**src/rtl/fetch_pkg.sv**
```systemverilog
// Shared constants and the prefetch-buffer entry type for the fetch unit.
package fetch_pkg;

    localparam logic [15:0] HALT_OPCODE = 16'hFFFF;

    localparam int unsigned ENTRY_PC_W    = 8;
    localparam int unsigned ENTRY_INSTR_W = 16;

    // Entry view at the default widths; the top packs {pc, instr} in this order.
    typedef struct packed {
        logic [ENTRY_PC_W-1:0]    pc;
        logic [ENTRY_INSTR_W-1:0] instr;
    } fetch_entry_t;

endpackage

```
**src/rtl/fetch_fifo.sv**
```systemverilog
// Circular prefetch FIFO with synchronous flush; push while full is legal when popping.
module fetch_fifo #(
    parameter int unsigned WIDTH = 24,
    parameter int unsigned DEPTH = 2
) (
    input  logic             clk,
    input  logic             reset,
    input  logic             flush,
    input  logic             push,
    input  logic [WIDTH-1:0] wdata,
    input  logic             pop,
    output logic [WIDTH-1:0] rdata,
    output logic             empty,
    output logic             full
);
    localparam int unsigned AW = $clog2(DEPTH);

    logic [AW-1:0]    head_q;
    logic [AW-1:0]    tail_q;
    logic [AW:0]      count_q;
    logic [WIDTH-1:0] mem_q [DEPTH];
    logic             do_push;
    logic             do_pop;

    assign empty   = (count_q == '0);
    assign full    = (count_q == (AW + 1)'(DEPTH));
    assign do_pop  = pop && !empty;
    assign do_push = push && (!full || do_pop);
    assign rdata   = mem_q[head_q];

    // Storage is reset too so the head reads as zero out of reset.
    always_ff @(posedge clk or posedge reset) begin
        if (reset) begin
            head_q  <= '0;
            tail_q  <= '0;
            count_q <= '0;
            for (int i = 0; i < DEPTH; i++) begin
                mem_q[i] <= '0;
            end
        end else if (flush) begin
            head_q  <= '0;
            tail_q  <= '0;
            count_q <= '0;
        end else begin
            if (do_push) begin
                mem_q[tail_q] <= wdata;
                tail_q        <= tail_q + 1'b1;
            end
            if (do_pop) begin
                head_q <= head_q + 1'b1;
            end
            if (do_push && !do_pop) begin
                count_q <= count_q + 1'b1;
            end else if (!do_push && do_pop) begin
                count_q <= count_q - 1'b1;
            end
        end
    end

endmodule

```
**src/rtl/fetch_unit.sv**
```systemverilog
// Instruction fetch with a small prefetch buffer and redirect; define FETCH_HALT_EN
// to stop fetching after a HALT_OPCODE word has been buffered.
module fetch_unit
    import fetch_pkg::*;
#(
    parameter int unsigned     PC_W     = 8,
    parameter int unsigned     INSTR_W  = 16,
    parameter int unsigned     DEPTH    = 2,
    parameter logic [PC_W-1:0] RESET_PC = '0
) (
    input  logic               clk,
    input  logic               reset,
    output logic [PC_W-1:0]    rom_addr,
    input  logic [INSTR_W-1:0] rom_data,
    input  logic               redirect_valid,
    input  logic [PC_W-1:0]    redirect_pc,
    output logic               out_valid,
    input  logic               out_ready,
    output logic [PC_W-1:0]    out_pc,
    output logic [INSTR_W-1:0] out_instr,
    output logic               halted
);
    localparam int unsigned ENTRY_W = PC_W + INSTR_W;

    logic [PC_W-1:0]    fetch_pc_q;
    logic               buf_empty;
    logic               buf_full;
    logic               pop;
    logic               push;
    logic               halt_q;
    logic [ENTRY_W-1:0] head_entry;

    assign rom_addr  = fetch_pc_q;
    assign out_valid = !buf_empty;
    assign pop       = out_valid && out_ready && !redirect_valid;
    assign push      = !halt_q && !redirect_valid && (!buf_full || pop);
    assign {out_pc, out_instr} = head_entry;
    assign halted    = halt_q;

    always_ff @(posedge clk or posedge reset) begin
        if (reset) begin
            fetch_pc_q <= RESET_PC;
        end else if (redirect_valid) begin
            fetch_pc_q <= redirect_pc;
        end else if (push) begin
            fetch_pc_q <= fetch_pc_q + 1'b1;
        end
    end

`ifdef FETCH_HALT_EN
    // The HALT word itself is pushed; only subsequent pushes are blocked.
    always_ff @(posedge clk or posedge reset) begin
        if (reset) begin
            halt_q <= 1'b0;
        end else if (redirect_valid) begin
            halt_q <= 1'b0;
        end else if (push && (rom_data == INSTR_W'(HALT_OPCODE))) begin
            halt_q <= 1'b1;
        end
    end
`else
    assign halt_q = 1'b0;
`endif

    fetch_fifo #(
        .WIDTH (ENTRY_W),
        .DEPTH (DEPTH)
    ) u_fifo (
        .clk   (clk),
        .reset (reset),
        .flush (redirect_valid),
        .push  (push),
        .wdata ({fetch_pc_q, rom_data}),
        .pop   (pop),
        .rdata (head_entry),
        .empty (buf_empty),
        .full  (buf_full)
    );

endmodule

```
**config.mk**
```make
export PLATFORM = sky130hd
export DESIGN_NAME = fetch_unit
export DESIGN_NICKNAME = d
export VERILOG_FILES = /design/src/rtl/fetch_pkg.sv /design/src/rtl/fetch_fifo.sv /design/src/rtl/fetch_unit.sv
export SDC_FILE = /design/constraint.sdc
export NUM_CORES = 1
export LEC_CHECK = 0
export BUFFER_PORTS_ARGS = -buffer_cell sky130_fd_sc_hd__buf_2
export CAP_MARGIN = 20
export CORE_ASPECT_RATIO = 1.25
export CORE_UTILIZATION = 58
export DETAILED_ROUTE_END_ITERATION = 8
export PLACE_DENSITY = 0.91
export SYNTH_ARGS = -nofsm -noshare
export SYNTH_HDL_FRONTEND = slang
export SYNTH_SLANG_ARGS = --single-unit
```
**constraint.sdc**
```tcl
create_clock -name clk -period 2.9 [get_ports clk]
set_input_delay 0.435 -clock clk [delete_from_list [all_inputs] [get_ports clk]]
set_output_delay 0.435 -clock clk [all_outputs]
set_load 0.02 [all_outputs]
```
* Word level (Yosys, flattened, before mapping) *
Index checks and enable logic that the tools add are counted.

word-level totals
  bits in writable memories = 0
  bits in latches = 0
  logic and storage cells = 54
  memories = 0
  flip-flop bits (word level) = 60
  input port bits = 28
  output and inout bits = 34
  ROM bits = 0

operators by class
  mux-type cells = 15
  add/subtract/negate cells = 5
  multipliers = 0
  order comparisons = 3
  bitwise operators = 3
  reduce and logical (&&, ||, !) cells = 21
  shift-type cells = 0
  equality and inequality tests = 1
  div/mod/pow operators = 0

operators by type and width
  operator             number
  $mux 24              4
  $bwmux 48            1
  $demux 24 s1         1
  $mux 8               2
  $add 8x1->8 const B  1
  $logic_and 1x1->1    8
  $mux 2               3
  $reduce_bool 2->1    3
  $logic_not 1->1      5
  $ge 2x2->1 const B   2
  $mux 1               4
  $not 1->2            2
  $reduce_bool 3->1    1
  $add 1x1->1 const B  2
  $add 2x1->2 const B  1
  $eq 2x2->1 const B   1
  $logic_not 2->1      1
  $logic_or 1x1->1     2
  $lt 2x1->1 const B   1
  $reduce_and 2->1     1
  $sub 2x1->2 const B  1
  $not 1->1            1

* Logic depth before layout (Yosys ltp) *
Gate-level depths: netlist of run 1.

  depth after elaboration = 12
  depth in mapped cells = 6
  depth with buffers taken out = 5

* Cells and area by module *
A second synthesis of run 1 with hierarchy kept.

second synthesis, totals
  cell total of the unflattened synthesis = 210
  area, all modules = 2924.1 µm²

modules (own cells, without submodules)
  module      sequential area each (µm²)  times used  cells an instance  area an instance (µm²)
  fetch_fifo  1301.2                      1           156                2409.8
  fetch_unit  200.2                       1           54                 514.2

* Least setup slack after synthesis of run 1 *
Ideal clock, no wire load.

  path type = register to output
  start point = register u_fifo.head_q
  end point = output out_instr[10]
  required time = 2.465 ns
  buffers on the path = 2
  path slack = 1.129 ns
  cell stages (with the launch flop) = 4
  arrival time = 1.336 ns
  path through = dfrtp_1 clkbuf_1 clkbuf_1 mux2_2

on the way
  cells in the longest elaborated chain, start to end = 4

RTL lines
  element                                     RTL line          source
  start, declared                             fetch_fifo.sv:18  logic [AW-1:0] head_q;
  start signal, assigned                      fetch_fifo.sv:50  head_q <= head_q + 1'b1;
  $not 1->2 (implied by the code)             fetch_fifo.sv:29  assign rdata = mem_q[head_q];
  $mux 24 (implied by the code) (3 in a row)  fetch_fifo.sv:29
  end, declared                               fetch_unit.sv:20  output logic [INSTR_W-1:0] out_instr,

No other way between the ends. The select of a mux whose other input is x is not followed.

* Worst setup path in the final report of run 1 *
  start point = register u_fifo.head_q
  end point = output out_pc[1]

on the way
  cells in the longest elaborated chain, start to end = 4

RTL lines
  element                                     RTL line          source
  $not 1->2 (implied by the code)             fetch_fifo.sv:29
  $mux 24 (implied by the code) (3 in a row)  fetch_fifo.sv:29
  end, declared                               fetch_unit.sv:19  output logic [PC_W-1:0] out_pc,

No other way between the ends. The select of a mux whose other input is x is not followed.

==> impl_metrics.json, run 1 <==
{
  "outcome": "finished, final reports clean",
  "die_w_um": 63.8,
  "setup_tns_ns": 0,
  "cts-resized-gates": 0,
  "h-tree-depth": 3,
  "cts-root-buf": "clkbuf_8",
  "power.density_nw_per_um2": 816,
  "stdcell_area_um2": 3280,
  "diodes": 0,
  "layout_common_cells": "mux2_2, buf_2, dfrtp_1, nand2_1, clkbuf_8",
  "ctsHoldBuffers": 0,
  "drt_first_pass_iters": 4,
  "core_um2": 4490,
  "clock-skew-final_ns": 0.00835,
  "setup_viol": 0,
  "max_freq_mhz": 505,
  "p_leak_nw": 1.47,
  "place.gp.congestion": 0.830,
  "final_core_util_pct": 73.0,
  "worst_setup_path_start_kind": "flip-flop",
  "synth_cell_types": 26,
  "post-place-ws_ns": 0.987,
  "hpwlAfterDp_mm": 3.60,
  "fp.dieH_um": 79.3,
  "cts_setup_buffers": 0,
  "ys_seq_area_share_pct": 54.2,
  "critPathCaptureType": "output port",
  "drc_errors": 0,
  "ys_seq_elements": 60,
  "min_path_type": "in2async",
  "rsz0062_at_grt": "false",
  "port_buffers": 60,
  "grt_pass1_vias": 1827,
  "grt_usage_pct": 24.2,
  "crit_required_ns": 2.47,
  "placed_area_um2": 3100,
  "syn_nets": 234,
  "p_total_w": 0.00268,
  "worst_pin_slew_ns": 0.560,
  "cts_buffers": 9,
  "cts_tree": "built",
  "vias_per_cell": 5.53,
  "finalCriticalPeriod_ns": 1.98,
  "antenna_found_initial": 0,
  "clock_path_buffers": 2,
  "final_hold_viol_count": 0,
  "critPathMaxFanout": 25,
  "grt_pass1_wl_mm": 8.94,
  "io_pins": 62,
  "drv_cap": 0,
  "vdd_drop_max_uv": 500,
  "drive_gt1_share_pct": 56.4,
  "final_common_cell": "mux2_2",
  "setup_ws_ns": 0.919,
  "synth.largest_area_cell": "dfrtp_1",
  "clkTransAtPathRegs_ns": 0.07,
  "num_vias": 1832,
  "layout.nets": 297,
  "rows": 27,
  "routed_wl_mm": 5.38,
  "synth_area_per_cell_um2": 13.5,
  "drv_slew": 0,
  "crit_type": "reg2out",
  "slew_headroom_pct": 62.6,
  "dieArea_um2": 5060,
  "cts.sinks": 60,
  "yosysWarnings": 0,
  "drtAntennaViolNets": 0,
  "worstPathArrival_ns": 1.55,
  "clk_latency_ns": 0.34,
  "start_util_pct": 61.7,
  "synth_top_area_share_pct": 54.2,
  "netlist_area_um2": 2770,
  "syn_inst": 205,
  "period_share_pct": 68.3,
  "synthTopCellsByArea": "dfrtp_1, mux2_2, xnor2_1",
  "overflow": 0,
  "grt_max_degree": 42,
  "wl_per_cell_um": 16.3,
  "drtIter0Drc": 80,
  "syn_to_final_growth_pct": 18.3
}
==> final timing paths <==
check	from	endpoint	slack, ns	cells past startpoint
worst max-delay path	u_fifo.head_q	out_pc[1]	0.92	3
worst min-delay path	reset	u_fifo.mem_q[12]	0.08	2
worst max register to register	u_fifo.count_q[0]	u_fifo.mem_q[0]	0.94	5
worst min register to register	u_fifo.mem_q[21]	u_fifo.mem_q[21]	0.50	1
max in group asynchronous	reset	u_fifo.mem_q[19]	1.96	3
min in group clk	redirect_pc[3]	rom_addr[3]	0.30	3
==> synth_stat cells <==
cell type and number:
nor3_4 1, nor2b_1 3, mux2_1 1, inv_1 1, dfrtp_1 60, a211oi_1 2
nand2b_1 1, buf_6 3, clkbuf_1 6, mux2_2 71, buf_4 3, nand2_1 14
mux2i_1 2, ha_1 1, nor2_1 3, a21boi_0 1, o21ai_0 8, a21oi_1 4
conb_1 1, or2_2 1, nand3_1 6, nor2b_4 1, xor2_1 1, nor4_1 1
nor3b_4 1, xnor2_1 8
==> sequential cells by signal (all words and copies together), names as in the netlist <==
register,cells
u_fifo.tail_q,1
u_fifo.count_q,2
rom_addr,8
u_fifo.head_q,1
u_fifo.mem_q,48
==> kinds of logic (layout without fill, tap and decap cells) <==
group	count (synthesis)	count (layout)	synth area share, %
compound gates	15	15	2.98
flops	60	60	54.2
buf+inv	13	81	2.98
xor+xnor	9	9	2.84
fa+ha+maj	1	1	0.451
simple gates	32	32	6.50
mux	74	74	30.0
other cells	1	1	0.135
==> layer usage <==
| metal | global-route usage [%] | vias up | wire length [um] |
|---|---|---|---|
| met3 | 8.05 | 12 | 240 |
| met5 | 0 | - | 0 |
| met2 | 40.0 | 51 | 2770 |
| li1 | - | 841 | - |
| met1 | 28.4 | 928 | 2270 |
| met4 | 10.7 | 0 | 104 |
==> report_power, final <==
part | internal, W | switching [W] | leakage [nW]
Combinational | 0.000388 | 0.000393 | 0.663
Clock | 0.000392 | 0.000319 | 0.0931
Sequential | 0.00105 | 0.000134 | 0.713
==> through the flow <==
step                instances  hold WS, ns
CTS                       331       0.0764
finish                    331       0.0771
floorplan                 205        0.452
global route              331       0.0896
detailed placement        315        0.453
global placement          315        0.445
==> final cells by class <==
class,instances,area [um2]
clock inverters,5,52.6
inverters,1,3.75
flip-flops and latches,60,1500
clock buffers,11,131
fillers,296,1210
repair buffers,64,330
multi-input cells,132,1190
well taps,58,72.6
==> worst max-delay path, stage by stage, from the launching register on <==
cell,delay (ns)
dfrtp_1,0.32
buf_4,0.33
mux2_2,0.39
buf_2,0.16
(Power assumes the default switching activity.)
==> inputs of run 2 (changes only) <==
--- a/config.mk
+++ b/config.mk
@@ -8,9 +8,9 @@
 export BUFFER_PORTS_ARGS = -buffer_cell sky130_fd_sc_hd__buf_2
 export CAP_MARGIN = 20
 export CORE_ASPECT_RATIO = 1.25
-export CORE_UTILIZATION = 58
+export CORE_UTILIZATION = 48
 export DETAILED_ROUTE_END_ITERATION = 8
-export PLACE_DENSITY = 0.91
+export PLACE_DENSITY = 0.81
 export SYNTH_ARGS = -nofsm -noshare
 export SYNTH_HDL_FRONTEND = slang
 export SYNTH_SLANG_ARGS = --single-unit
==> constraint.sdc (replaced) <==
create_clock -name clk -period 1.7 [get_ports clk]
set_input_delay 0.255 -clock clk [delete_from_list [all_inputs] [get_ports clk]]
set_output_delay 0.255 -clock clk [all_outputs]
set_load 0.02 [all_outputs]
==> run 2 against run 1 <==
Final cell count up 3.9%. Worst hold slack worse by 0.086 ns. The run now ends with negative hold slack left. Highest routed layer unchanged. Via count down 1.8%. Clock skew down 0.0012 ns. Largest power group unchanged. Combinational power up 79%. Routed wire length down 1.2%. Critical path type unchanged. Utilization down 11 points. Clock-buffer cell count up 1. Largest cell class unchanged. First-iteration DRC count down 16%. Cell area up 4.3%. Clock power up 78%.
==> impl_metrics.json, run 2 (same netlist as run 1, synthesis figures left out) <==
{
  "drc_errors": 0,
  "finalCriticalPeriod_ns": 1.67,
  "setup_viol": 0,
  "overflow": 0,
  "period_share_pct": 98.4,
  "outcome": "finished with violations",
  "crit_family": "flip-flops",
  "path_cells": "buf_4 > mux2_2 > buf_2",
  "clk_latency_ns": 0.33,
  "power.density_nw_per_um2": 1370,
  "cts_buffers": 9,
  "syn_to_final_growth_pct": 23.4,
  "min_path_type": "in2async",
  "layout.nets": 304,
  "antenna_found_initial": 0,
  "rsz0062_at_grt": "true",
  "wl_per_cell_um": 15.5,
  "violations": "negative hold slack",
  "combPwrFrac_pct": 29.9,
  "routed_wl_mm": 5.32,
  "cts_tree": "built",
  "io_pins": 62,
  "grt_max_degree": 61,
  "layout_common_cells": "mux2_2, buf_2, dfrtp_1, nand2_1, clkbuf_8",
  "rows": 30,
  "core_um2": 5480,
  "cts.sinks": 60,
  "worstRegToRegCells": 5,
  "setup_ws_ns": 0.0274,
  "grt_pass1_wl_mm": 8.97,
  "drive_gt1_share_pct": 58.2,
  "vias_per_cell": 5.23,
  "intPower_w": 0.00326,
  "clkTransAtPathRegs_ns": 0.07,
  "path_buf_inv": 2,
  "slowest_stage": "dfrtp_2",
  "max_freq_mhz": 598,
  "ctsHoldBuffers": 0,
  "clock-skew-final_ns": 0.00713,
  "clock_path_buffers": 2,
  "power_switching_w": 0.00142,
  "grt_pass1_vias": 1836,
  "drt_first_pass_iters": 4,
  "p_leak_nw": 1.53,
  "drtAntennaViolNets": 0,
  "fp.dieH_um": 87.0,
  "diodes": 0,
  "fin_hold_ws_ns": -0.00933,
  "slowest_delay_ns": 0.41,
  "p_seq_share_pct": 42.9,
  "grt_usage_pct": 19.4,
  "h-tree-depth": 3,
  "final_common_cell": "mux2_2",
  "die_w_um": 70.0,
  "port_buffers": 60,
  "hpwlAfterDp_mm": 3.49,
  "crit_type": "reg2out",
  "largest_reg_flops": 48,
  "p_total_w": 0.00468,
  "critPathCaptureType": "output port",
  "post-place-ws_ns": 0.119,
  "p_clk_share_pct": 27.2,
  "worst_setup_path_start_kind": "flip-flop",
  "cts-root-buf": "clkbuf_8",
  "worstPathArrival_ns": 1.42,
  "swShare_pct": 30.4,
  "drv_cap": 0,
  "final_hold_viol_count": 11,
  "place.gp.congestion": 0.730,
  "vdd_drop_max_uv": 810,
  "num_vias": 1799,
  "drtIter0Drc": 67,
  "crit_required_ns": 1.44,
  "worst-path-stages": 3,
  "dieArea_um2": 6090,
  "start_util_pct": 50.6,
  "critPathMaxFanout": 5,
  "top_register": "u_fifo.mem_q",
  "drv_slew": 0
}
## run 2: timing repair
| action | in CTS | in global routing |
|---|---|---|
| gates resized for setup | 1 | 7 |
| endpoints found under the setup margin | 14 | 24 |
| cloned | 0 | 1 |
| buffers inserted | 0 | 1 |
## run 2: worst paths after layout
path	endpoint	slack (ns)	startpoint
max in group asynchronous	u_fifo.head_q	1.43	reset
min in group clk	rom_addr[1]	0.12	redirect_pc[1]
worst min-delay path	u_fifo.mem_q[22]	-0.009	reset
worst max-delay path	out_instr[9]	0.03	u_fifo.head_q
worst min register to register	u_fifo.mem_q[23]	0.50	u_fifo.mem_q[23]
worst max register to register	u_fifo.mem_q[13]	0.12	u_fifo.count_q[1]
## run 2: layout make-up
cell class / instances / area [um2]
Clock buffer: 12 / 155
Clock inverter: 4 / 47.5
Fill cell: 429 / 2060
Inverter: 1 / 7.51
Multi-Input combinational cell: 132 / 1190
Sequential cell: 60 / 1500
Tap cell: 64 / 80.1
Timing Repair Buffer: 71 / 439
## run 2: power groups by stage
stage | registers (W) | clock network [W] | logic (W)
after global placement | 0.00200 | 0 | 0.00135
after global routing | 0.00206 | 0.00137 | 0.00151
final | 0.00201 | 0.00127 | 0.00140
after CTS | 0.00200 | 0.00130 | 0.00140
after detailed placement | 0.00202 | 0 | 0.00138
after floorplan | 0.00199 | 0 | 0.000992
## run 2: through the flow
stage / utilization [%] / cell area [um2] / TNS, ns / cells
final: 62.4 / 3420 / 0 / 344
after global routing: 62.4 / 3420 / -0.0505 / 344
after CTS: 61.8 / 3390 / 0 / 342
after detailed placement: 58.1 / 3180 / 0 / 326
after global placement: 58.1 / 3180 / 0 / 326
after floorplan: - / 2780 / 0 / 205
## run 2: metal layers
metal  vias up  GRT usage [%]  wire (um)
met5         -              0          0
met4         0           8.91         80
met3         5           4.28        216
met2        48           32.9       2680
met1       886           23.7       2340
li1        860              -          -
## run 2: worst register-to-register path, delay by kind of cell, from the launching register on
family | cells | cell delay [ns]
muxes | 1 | 0.36
buffers and inverters | 1 | 0.21
DFF | 1 | 0.40
and+or+nand+nor | 3 | 0.50
==> inputs of run 3 (changes only) <==
--- a/config.mk
+++ b/config.mk
@@ -8,9 +8,9 @@
 export BUFFER_PORTS_ARGS = -buffer_cell sky130_fd_sc_hd__buf_2
 export CAP_MARGIN = 20
 export CORE_ASPECT_RATIO = 1.25
-export CORE_UTILIZATION = 48
+export CORE_UTILIZATION = 54
 export DETAILED_ROUTE_END_ITERATION = 8
-export PLACE_DENSITY = 0.81
+export PLACE_DENSITY = 0.86
 export SYNTH_ARGS = -nofsm -noshare
 export SYNTH_HDL_FRONTEND = slang
 export SYNTH_SLANG_ARGS = --single-unit
==> constraint.sdc (replaced) <==
create_clock -name clk -period 1.8 [get_ports clk]
set_input_delay 0.27 -clock clk [delete_from_list [all_inputs] [get_ports clk]]
set_output_delay 0.27 -clock clk [all_outputs]
set_load 0.02 [all_outputs]
==> run 3 against run 2 <==
The run now ends clean. Clock-buffer cell count rose by 3. Sequential cell count did not move. Worst setup slack improved by 0.072 ns. Critical path depth did not move. Critical path type unchanged. Largest cell class unchanged.
==> impl_metrics.json, run 3 (same netlist as run 1, synthesis figures left out) <==
{
  "core_um2": 4830,
  "cts_buffers": 9,
  "final_common_cell": "mux2_2",
  "top_register": "u_fifo.mem_q",
  "p_leak_nw": 1.51,
  "h-tree-depth": 3,
  "drv_slew": 0,
  "ctsHoldBuffers": 1,
  "swShare_pct": 30.3,
  "crit_type": "reg2out",
  "cts_tree": "built",
  "setup_viol": 0,
  "n_fill_cell": 372,
  "wl_per_cell_um": 15.7,
  "cts_setup_buffers": 0,
  "grt_max_degree": 26,
  "fp.dieH_um": 82.1,
  "outcome": "finished, final reports clean",
  "min_path_type": "in2reg",
  "p_seq_share_pct": 43.1,
  "critPathCaptureType": "output port",
  "place.gp.congestion": 0.784,
  "period_share_pct": 94.5,
  "power_switching_w": 0.00134,
  "power.density_nw_per_um2": 1300,
  "routed_wl_mm": 5.30,
  "port_buffers": 60,
  "hpwlAfterDp_mm": 3.48,
  "num_vias": 1789,
  "antenna_found_initial": 0,
  "combPwrFrac_pct": 29.5,
  "slowest_delay_ns": 0.37,
  "slowest_stage": "dfrtp_1",
  "start_util_pct": 57.3,
  "setup_tns_ns": 0,
  "dieArea_um2": 5430,
  "rsz0062_at_grt": "false",
  "grt_pass1_vias": 1842,
  "path_cells": "buf_12 > mux2_2 > buf_2",
  "diodes": 0,
  "critPathMaxFanout": 25,
  "largest_reg_flops": 48,
  "cts.sinks": 60,
  "clk_latency_ns": 0.34,
  "rows": 28,
  "p_total_w": 0.00440,
  "grt_usage_pct": 21.8,
  "drive_gt1_share_pct": 56.1,
  "cts-resized-gates": 0,
  "die_w_um": 66.1,
  "io_pins": 62,
  "max_freq_mhz": 588,
  "grt_pass1_wl_mm": 8.44,
  "intPower_w": 0.00307,
  "syn_to_final_growth_pct": 22.1,
  "vdd_drop_max_uv": 620,
  "cts-root-buf": "clkbuf_8",
  "clock_path_buffers": 2,
  "final_hold_viol_count": 0,
  "clock-skew-final_ns": 0.00348,
  "overflow": 0,
  "layout.nets": 302,
  "drtAntennaViolNets": 0,
  "layout_common_cells": "mux2_2, buf_2, dfrtp_1, nand2_1, clkbuf_8",
  "fin_hold_ws_ns": 0.137,
  "drt_first_pass_iters": 4,
  "vias_per_cell": 5.29,
  "drc_errors": 0,
  "worstPathArrival_ns": 1.43,
  "drv_cap": 0,
  "crit_required_ns": 1.53,
  "drtIter0Drc": 93,
  "finalCriticalPeriod_ns": 1.70,
  "clkTransAtPathRegs_ns": 0.06,
  "p_clk_share_pct": 27.4,
  "worst_setup_path_start_kind": "flip-flop"
}
## run 3: worst max-delay path, delay by kind of cell (launching register included)
family | cells | cell delay (ns)
flops | 1 | 0.37
mux | 1 | 0.36
buf+inv | 2 | 0.36
## run 3: routing by layer
metal | up-vias | track usage, % | share of wire, % | wire (um)
li1 | 855 | - | - | -
met1 | 880 | 26.0 | 43 | 2290
met2 | 45 | 36.4 | 52 | 2740
met3 | 9 | 3.98 | 3.2 | 169
met4 | 0 | 13.8 | 1.9 | 103
met5 | - | 0 | 0 | 0
## run 3: power groups by stage
stage	logic (W)	clock network (W)	registers, W
final	0.00130	0.00121	0.00190
after global routing	0.00140	0.00130	0.00195
after CTS	0.00132	0.00123	0.00190
after detailed placement	0.00131	0	0.00192
after global placement	0.00127	0	0.00189
after floorplan	0.000937	0	0.00188
## run 3: final cells by class
type / count / area, um2 / share of cell area [%]
multi-input cells: 132 / 1190 / 35.1
well taps: 60 / 75.1 / 2.22
inverters: 1 / 3.75 / 0.111
clock buffers: 15 / 166 / 4.92
flip-flops and latches: 60 / 1500 / 44.3
clock inverters: 1 / 30.0 / 0.887
repair buffers: 69 / 420 / 12.4
## run 3: through the flow
stage	setup slack [ns]	instances	utilization (%)	cell area [um2]
after floorplan	0.0453	205	-	2770
after global placement	0.269	321	65.8	3180
after detailed placement	0.235	321	65.8	3180
after CTS	0.0836	338	70.0	3390
after global routing	0.0472	338	70.0	3390
final	0.0995	338	70.0	3390
## run 3: final timing paths
check                                   endpoint  slack (ns)               from  cells after the start
max in group asynchronous            rom_addr[2]        0.69              reset                      4
worst max-delay path                   out_pc[1]         0.1      u_fifo.head_q                      3
min in group asynchronous       u_fifo.mem_q[39]        0.49              reset                      3
worst min-delay path                 rom_addr[1]        0.14     redirect_pc[1]                      3
worst min register to register   u_fifo.mem_q[0]        0.49    u_fifo.mem_q[0]                      1
worst max register to register  u_fifo.mem_q[20]        0.21  u_fifo.count_q[1]                      5
